### src/rtl/seq_shift_pkg.sv
// Shared definitions for the sequential rotate/shift-left block.
// Holds the default word geometry, the operation encodings and the FSM
// state encoding used by seq_rotl_shifter.
package seq_shift_pkg;

  localparam int WIDTH_DEF = 8;
  localparam int AMT_W_DEF = 3;

  // Operation select carried on in_op.
  localparam logic OP_SLL = 1'b0;  // logical shift left, zero fill
  localparam logic OP_ROL = 1'b1;  // rotate left

  typedef enum logic [1:0] {
    ST_IDLE  = 2'd0,
    ST_SHIFT = 2'd1,
    ST_DONE  = 2'd2
  } state_t;

endpackage

### src/rtl/seq_rotl_shifter_shl1_stage.sv
// shl1_stage: combinational single-bit left step.
// Ports:
//   data   - word before the step
//   op     - OP_SLL fills the LSB with 0, OP_ROL fills it with the old MSB
//   result - word after the step
module shl1_stage
  import seq_shift_pkg::*;
#(
  parameter int WIDTH = WIDTH_DEF
) (
  input  logic [WIDTH-1:0] data,
  input  logic             op,
  output logic [WIDTH-1:0] result
);

  logic fill;

  assign fill   = (op == OP_ROL) ? data[WIDTH-1] : 1'b0;
  assign result = {data[WIDTH-2:0], fill};

endmodule

### src/rtl/seq_rotl_shifter.sv
// seq_rotl_shifter: shifts or rotates a word left by in_amt positions, one
// bit per clock, using a single shl1_stage.
//
//   state  | meaning
//   -------+-----------------------------------------------------------
//   IDLE   | waiting for a request; in_ready=1
//   SHIFT  | one left step per edge; counter counts down to 0
//   DONE   | result held on out_data with out_valid=1 until out_ready
//
// Ports:
//   clk, rst             - clock, synchronous active-high reset
//   in_valid/in_ready    - request handshake (in_data, in_amt, in_op)
//   out_valid/out_ready  - result handshake (out_data)
//   busy                 - high whenever not IDLE
module seq_rotl_shifter
  import seq_shift_pkg::*;
#(
  parameter int WIDTH = WIDTH_DEF,
  parameter int AMT_W = AMT_W_DEF
) (
  input  logic             clk,
  input  logic             rst,
  input  logic             in_valid,
  output logic             in_ready,
  input  logic [WIDTH-1:0] in_data,
  input  logic [AMT_W-1:0] in_amt,
  input  logic             in_op,
  output logic             out_valid,
  input  logic             out_ready,
  output logic [WIDTH-1:0] out_data,
  output logic             busy
);

  state_t           state, state_nxt;
  logic [WIDTH-1:0] work, work_nxt;
  logic [AMT_W-1:0] cnt, cnt_nxt;
  logic             op_q, op_nxt;
  logic [WIDTH-1:0] step_out;

  shl1_stage #(.WIDTH(WIDTH)) u_step (
    .data   (work),
    .op     (op_q),
    .result (step_out)
  );

  always_ff @(posedge clk) begin
    if (rst) begin
      state <= ST_IDLE;
      work  <= '0;
      cnt   <= '0;
      op_q  <= OP_SLL;
    end else begin
      state <= state_nxt;
      work  <= work_nxt;
      cnt   <= cnt_nxt;
      op_q  <= op_nxt;
    end
  end

  always_comb begin
    state_nxt = state;
    work_nxt  = work;
    cnt_nxt   = cnt;
    op_nxt    = op_q;
    in_ready  = 1'b0;
    out_valid = 1'b0;
    busy      = 1'b1;

    case (state)
      ST_IDLE: begin
        in_ready = 1'b1;
        busy     = 1'b0;
        if (in_valid) begin
          work_nxt  = in_data;
          cnt_nxt   = in_amt;
          op_nxt    = in_op;
          // A zero amount skips SHIFT so the result appears one edge later.
          state_nxt = (in_amt == '0) ? ST_DONE : ST_SHIFT;
        end
      end
      ST_SHIFT: begin
        work_nxt = step_out;
        cnt_nxt  = cnt - AMT_W'(1);
        if (cnt == AMT_W'(1)) begin
          state_nxt = ST_DONE;
        end
      end
      ST_DONE: begin
        out_valid = 1'b1;
        // Returning to IDLE here never accepts in the same edge, which
        // guarantees an IDLE cycle between consecutive results.
        if (out_ready) begin
          state_nxt = ST_IDLE;
        end
      end
      default: begin
        state_nxt = ST_IDLE;
      end
    endcase
  end

  assign out_data = work;

endmodule
### config.mk
export PLATFORM = sky130hd
export DESIGN_NAME = seq_rotl_shifter
export DESIGN_NICKNAME = d
export VERILOG_FILES = /design/src/rtl/seq_shift_pkg.sv /design/src/rtl/seq_rotl_shifter_shl1_stage.sv /design/src/rtl/seq_rotl_shifter.sv
export SDC_FILE = /design/constraint.sdc
export NUM_CORES = 1
export LEC_CHECK = 0
export CORE_MARGIN = 2
export CORE_UTILIZATION = 35
export CTS_CLUSTER_DIAMETER = 120
export DETAILED_ROUTE_END_ITERATION = 7
export HOLD_SLACK_MARGIN = 0.12
export PLACE_DENSITY_LB_ADDON = 0.2
export SYNTH_ARGS = -nofsm -noshare
export SYNTH_HDL_FRONTEND = slang
export SYNTH_HIERARCHICAL = 1
export SYNTH_SLANG_ARGS = --single-unit
export TNS_END_PERCENT = 1
### constraint.sdc
create_clock -name clk -period 1.2 [get_ports clk]
set_input_delay 0.24 -clock clk [delete_from_list [all_inputs] [get_ports clk]]
set_output_delay 0.24 -clock clk [all_outputs]
set_load 0.02 [all_outputs]
==> summary.txt, run 1 <==
Run status
  – Status: finished, violations left
  – Violated checks: setup timing

Clock tree
  – Longest Clk Path Bufs: 2
  – Clock-pin slew on the worst setup and hold paths: 90 ps
  – CTS Buf Count: 3
  – Hold Buf Count CTS: 0
  – Root Buffer: clkbuf_4
  – Skew-Pair Late Insertion Delay: 280 ps
  – H-tree lvl count: 1
  – Total clock sinks: 14
  – CTS tree: yes

Setup path
  – Worst path cell trace: clkdlybuf4s50_1 > buf_4 > or2b_1 > a221oi_1
  – Critical path arrival: between 1000 and 1500 ps
  – WP data required: approximately 1400 ps
  – R2r setup slk: 0 ps
  – Crit path kind: primary input to flip-flop
  – R2R Path End: out_data[1]
  – Critical path's slowest cell: clkdlybuf4s50_1
  – R2r startpoint: state[1]
  – Worst reg2reg path depth: 5
  – Startpoint types: primary input
  – Worst path max stage delay: 520 ps
  – Setup crit end kind: flip-flop
  – Crit Path Max Fanout: 4

Final layout
  – NumNets Final: 148
  – Antenna Cells: 0
  – Post-Layout Cell Count: 157
  – Area Overhead vs Synth: 57.8%
  – Layout cells sized above 1: between 40% and 50%

Hold path
  – Worst Hold End: op_q
  – Worst hold path depth: 2
  – Hold wc startpoint: op_q
  – Hold Path Class: flip-flop to flip-flop

Timing
  – Worst Tran Pin Value: roughly 300 ps
  – Post-layout min period: 1260 ps
  – Worst Setup Slack, final: -58.1 ps
  – Fmax: 795 MHz
  – Setup Viol. Count Final: 3
  – RSZ-0062 raised after global routing: yes
  – Final hold vios: 0
  – Max Clock Skew: 10.8 ps
  – Final Max Slew Viols: 0
  – Rel. slew slack: between 70 and 80%
  – Period utilization: 105%

Synthesis
  – Area fraction of the dominant cell type after synthesis: approximately a third
  – Largest area contributor in the netlist: dfxtp_1
  – Synth top area cells: dfxtp_1 34%, mux2i_1 12%, a211oi_1 8.1%
  – Synth Flop Type: dfxtp_1
  – Top post-synthesis cells by count: 14 x dfxtp_1, 12 x nor2_1, 10 x mux2i_1
  – Sequential area share after synthesis: about a third
  – Post-Synthesis Cells: 90
  – Synthesized Nets: between 100 and 150
  – Synth Cell Area: between 800 and 900 µm²
  – Seq cells post-synth: 14
  – Count leader, synth: dfxtp_1
  – Ys async rst share: 0%
  – Distinct cells, synth: 27
  – Syn Area/Cell: slightly above 9 µm²
  – Yosys Warn Count: 6
  – EDFF count, synth: 0

Route
  – Total wire length: approximately 2200 µm
  – DRC violations left: 0
  – WL/cell: 13.8 µm
  – Post-DRT Antenna Nets: 0
  – Vias: 773
  – First-iteration detailed-routing DRC count: 4
  – First drt pass iteration count: 4
  – Vias per std cell: 4.92

Placed design
  – RePlAce Congestion: 0.763
  – PortBufs: 26
  – DP Cell Count: 148
  – Final HPWL DP: between 1000 and 1500 µm
  – Placement Setup Slack: -327 ps

Floorplan
  – DIE HEIGHT: 52.8 µm
  – Die ar.: 2790 µm²
  – Number of cell rows: 17
  – Die width: around 53 µm
  – Starting Density: ~37%
  – Core Area: 2230 µm²
  – IO Pins: 27

Global route
  – Vias in the first global route: 762
  – Initial antenna violation count: 0
  – Global-route wire length before repair: 3280 µm
  – Grt ovf: 0
  – Largest net degree at the start of global routing: 19
  – GRT Util Overall: between 10% and 20%

Power and ir drop
  – Peak supply drop: 0.000821 V
  – Pwr Density: 1320 nW/µm²
  – Leakage power: ~0.57 nW

Job
  – Maxcap violations: 0
-- registers in the layout (all words and copies together) (netlist names) --
register	count
cnt	3
op_q	1
state	2
out_data	8
-- cell usage in the layout, fill, tap and decap left out, drive strengths merged --
cell type,synthesis,layout
o21ai,2,2
mux2i,10,10
buf,12,24
clkdlybuf4s50,0,15
nor3,1,1
o311a,1,1
nor3b,2,2
a221oi,1,1
a21oi,3,3
o21ba,1,1
or2b,1,1
nor2,12,12
or3,1,1
a31oi,1,1
a311oi,1,1
a211oi,9,9
inv,9,9
and2,1,1
ha,2,2
clkdlybuf4s15,0,2
nand2,2,2
clkbuf,2,12
a2111oi,1,1
dfxtp,14,14
mux2,1,1
-- worst max-delay path, delay by kind of cell --
family | cells | cell delay (ps)
compound gates | 1 | 290
buf+inv | 2 | 670
simple gates | 1 | 230
-- cell families after synthesis --
| family | count (synthesis) | share of synthesized area (%) |
|---|---|---|
| adders and majority gates | 2 | 3.00 |
| AOI/OAI and AO/OA | 20 | 17.7 |
| and+or+nand+nor | 20 | 12.5 |
| muxes | 11 | 13.4 |
| DFF | 14 | 33.6 |
| buffers and inverters | 23 | 19.8 |
-- metrics by stage --
step | total power (W) | hold WS (ps) | setup TNS (ps) | cell area (µm²) | utilization (%)
after floorplan | 0.00103 | 316 | 0 | 841 | -
after global placement | 0.00125 | 483 | -2910 | 1150 | 51.6
after detailed placement | 0.00127 | 494 | -3250 | 1150 | 51.6
after CTS | 0.00160 | 507 | -17.4 | 1200 | 53.6
after global routing | 0.00185 | 576 | -626 | 1320 | 58.9
final | 0.00173 | 510 | -63.7 | 1320 | 58.9
-- timing repair --
action                     4_1_cts  5_1_grt
gates cloned                     0        2
pin swaps                        6        6
resized for setup               34       28
setup endpoints to repair       24       23
setup buffers                    0        3
-- worst max-delay path by stage --
stage | start | to | slack, ps | cells after the start
2_1_floorplan | state[1] | out_data[1] | 30 | 6
5_1_grt | in_valid | state[1] | -110 | 4
3_3_place_gp | in_valid | cnt[2] | -230 | 4
4_1_cts | state[1] | out_valid | -20 | 3
3_5_place_dp | in_valid | cnt[2] | -330 | 4
6_report | in_valid | state[1] | -60 | 4
-- where the power goes --
part           switching (W)  internal [W]
registers          0.0000455      0.000537
clock network       0.000160      0.000185
logic               0.000376      0.000428
-- cell type report --
type,instances,area (µm²)
clock buffers,4,36.3
fillers,210,918
inverters,9,33.8
multi-input cells,53,458
flip-flops and latches,14,289
well taps,28,35.0
repair buffers,49,463
-- layer usage --
layer  GRT usage [%]  share of wire [%]
met1            18.5                 42
met3            3.43                3.7
met2            29.4                 54
met5               0                  0
met4            7.69               0.60
Note: power is estimated with default switching activity, not from simulation.
==> run 2: changes to the inputs <==
--- a/config.mk
+++ b/config.mk
@@ -5,10 +5,12 @@
 export SDC_FILE = /design/constraint.sdc
 export NUM_CORES = 1
 export LEC_CHECK = 0
+export CAP_MARGIN = 20
 export CORE_MARGIN = 2
 export CORE_UTILIZATION = 35
 export CTS_CLUSTER_DIAMETER = 120
 export DETAILED_ROUTE_END_ITERATION = 7
+export DONT_BUFFER_PORTS = 1
 export HOLD_SLACK_MARGIN = 0.12
 export PLACE_DENSITY_LB_ADDON = 0.2
 export SYNTH_ARGS = -nofsm -noshare
==> run 2 against run 1 <==
Compared with the run above: the flow still finishes with violations (setup timing); sequential share of layout area grew 5.3 points; core utilization fell by 11 points; via count fell by 15%; clock skew decreased by 8.4 ps; setup slack better by 32 ps; sequential cell count unchanged; die area unchanged; clock-buffer cell count did not move; wire length fell by 20%; critical path type is now flip-flop to output pin.
==> summary.txt, run 2 (synthesis results as in run 1) <==
Global route
  – Largest net degree at the start of global routing: 17
  – Vias in the first global route: 643
  – Initial antenna violation count: 0
  – Most Crowded Layer GR: met2
  – GRT Util Overall: 14.0%
  – Global-route wire length before repair: 2810 µm
  – M2 GR Usage: 22.1%
  – GRT met3 Usage: 2.86%
  – Grt ovf: 0
  – GR Util met1: 16.7%

Run status
  – Violated checks: setup timing
  – Status: finished, violations left

Clock tree
  – CTS tree: yes
  – Root Buffer: clkbuf_4
  – Longest Clk Path Bufs: 2
  – CTS Buf Count: 3
  – Total clock sinks: 14
  – Skew-Pair Late Insertion Delay: 270 ps
  – Clock-pin slew on the worst setup and hold paths: 90 ps
  – H-tree lvl count: 1

Route
  – Vias per std cell: 4.96
  – First drt pass iteration count: 4
  – Post-DRT Antenna Nets: 0
  – Vias: 660
  – DRC violations left: 0
  – First-iteration detailed-routing DRC count: 10
  – WL/cell: 13.0 µm
  – Total wire length: 1730 µm

Timing
  – Final hold vios: 0
  – Max Clock Skew: ~2.3 ps
  – Worst Tran Pin Value: 561 ps
  – Worst Setup Slack, final: -25.9 ps
  – Fmax: 816 MHz
  – Rel. slew slack: 62.6%
  – Period utilization: 102%
  – RSZ-0062 raised after global routing: yes
  – Final worst hold slack: around 160 ps
  – Final Max Slew Viols: 0
  – Post-layout min period: 1230 ps
  – Setup Viol. Count Final: 3

Setup path
  – R2r setup slk: 30 ps
  – Crit path kind: flip-flop to output pin
  – R2r startpoint: state[0]
  – Startpoint types: flip-flop
  – Crit Path Max Fanout: 6
  – Worst path max stage delay: roughly 380 ps
  – WP data required: around 960 ps
  – Worst path cell trace: buf_6 > nor2_4 > buf_6
  – Critical path's slowest cell: dfxtp_4
  – Setup crit end kind: output pin
  – Most frequent CP cell: buf_6
  – CP startpoint: state[1]
  – Critical path arrival: between 900 and 1000 ps

Floorplan
  – DIE HEIGHT: 52.8 µm
  – Number of cell rows: 17
  – Core Area: around 2200 µm²
  – Die ar.: 2790 µm²
  – Starting Density: between 30% and 40%
  – IO Pins: 27
  – Die width: 52.8 µm

Placed design
  – Final HPWL DP: between 1000 and 1500 µm
  – RePlAce Congestion: between 0.7 and 0.8
  – PortBufs: 0

Final layout
  – Antenna Cells: 0
  – NumNets Final: 124
  – Most frequent cells in the layout: 16 x buf_4, 11 x dfxtp_1, 10 x mux2i_1, 9 x inv_1, 7 x a211oi_1
  – Commonest non-fill, non-tap cell in the layout: buf_4
  – FILL cells: approximately 230
  – Layout cells sized above 1: 42.9%
  – Largest register FFs: 8
  – Util after Layout: 47.5%
  – Area Overhead vs Synth: 27.2%

Power and ir drop
  – Pwr Density: 1460 nW/µm²
  – Leakage power: 0.451 nW
  – Overall Power: 0.00154 W
  – Peak supply drop: 0.000781 V

Hold path
  – Hold wc startpoint: out_ready
  – Hold Path Class: primary input to flip-flop

Job
  – Maxcap violations: 0
==> run 2: per-stage QoR <==
stage / std cells / setup WS [ps] / setup TNS, ps / cell area, µm²
after global placement: 123 / 25.0 / 0 / 900
after floorplan: 90 / 25.6 / 0 / 841
after global routing: 133 / -90.3 / -496 / 1060
after detailed placement: 123 / -15.1 / -15.1 / 900
after CTS: 133 / -48.3 / -184 / 1010
final: 133 / -25.9 / -57.6 / 1060
==> run 2: final cells by class <==
| type | count | area (µm²) | area share, % |
|---|---|---|---|
| inverter | 9 | 33.8 | 3.19 |
| tap | 28 | 35.0 | 3.31 |
| clock buffer | 4 | 36.3 | 3.42 |
| timing repair buffer | 25 | 229 | 21.6 |
| sequential | 14 | 289 | 27.3 |
| multi-input combinational | 53 | 437 | 41.2 |
==> run 2: worst max-delay path: cells and delay by family (launching register included) <==
family,cells,cell delay [ps]
buffers and inverters,2,240
and+or+nand+nor,1,100
DFF,1,380
==> run 2: path summary, 6_finish.rpt <==
kind                                 end  depth (start not counted)
worst min-delay path            state[1]                          3
worst max register to register  state[1]                          4
worst max-delay path            in_ready                          3
worst min register to register      op_q                          2
==> run 2: where the power goes <==
group | switching (W) | total, W | internal, W
sequential | 0.0000574 | 0.000594 | 0.000537
clock | 0.000151 | 0.000335 | 0.000184
combinational | 0.000304 | 0.000614 | 0.000310
total | 0.000512 | 0.00154 | 0.00103
==> run 2: what timing repair did <==
| action | CTS | global route |
|---|---|---|
| buffers inserted | 3 | 0 |
| endpoints found under the hold margin | 13 | 0 |
| resized for setup | 8 | 15 |
| setup endpoints to repair | 6 | 17 |
| pin swaps | 1 | 6 |
| hold buffers | 3 | 0 |
==> run 2: per-layer routing <==
layer  share of wire, %  wire length, µm
met5                  0                0
met4                3.3               57
met3                4.3               75
met2                 50              859
met1                 43              741
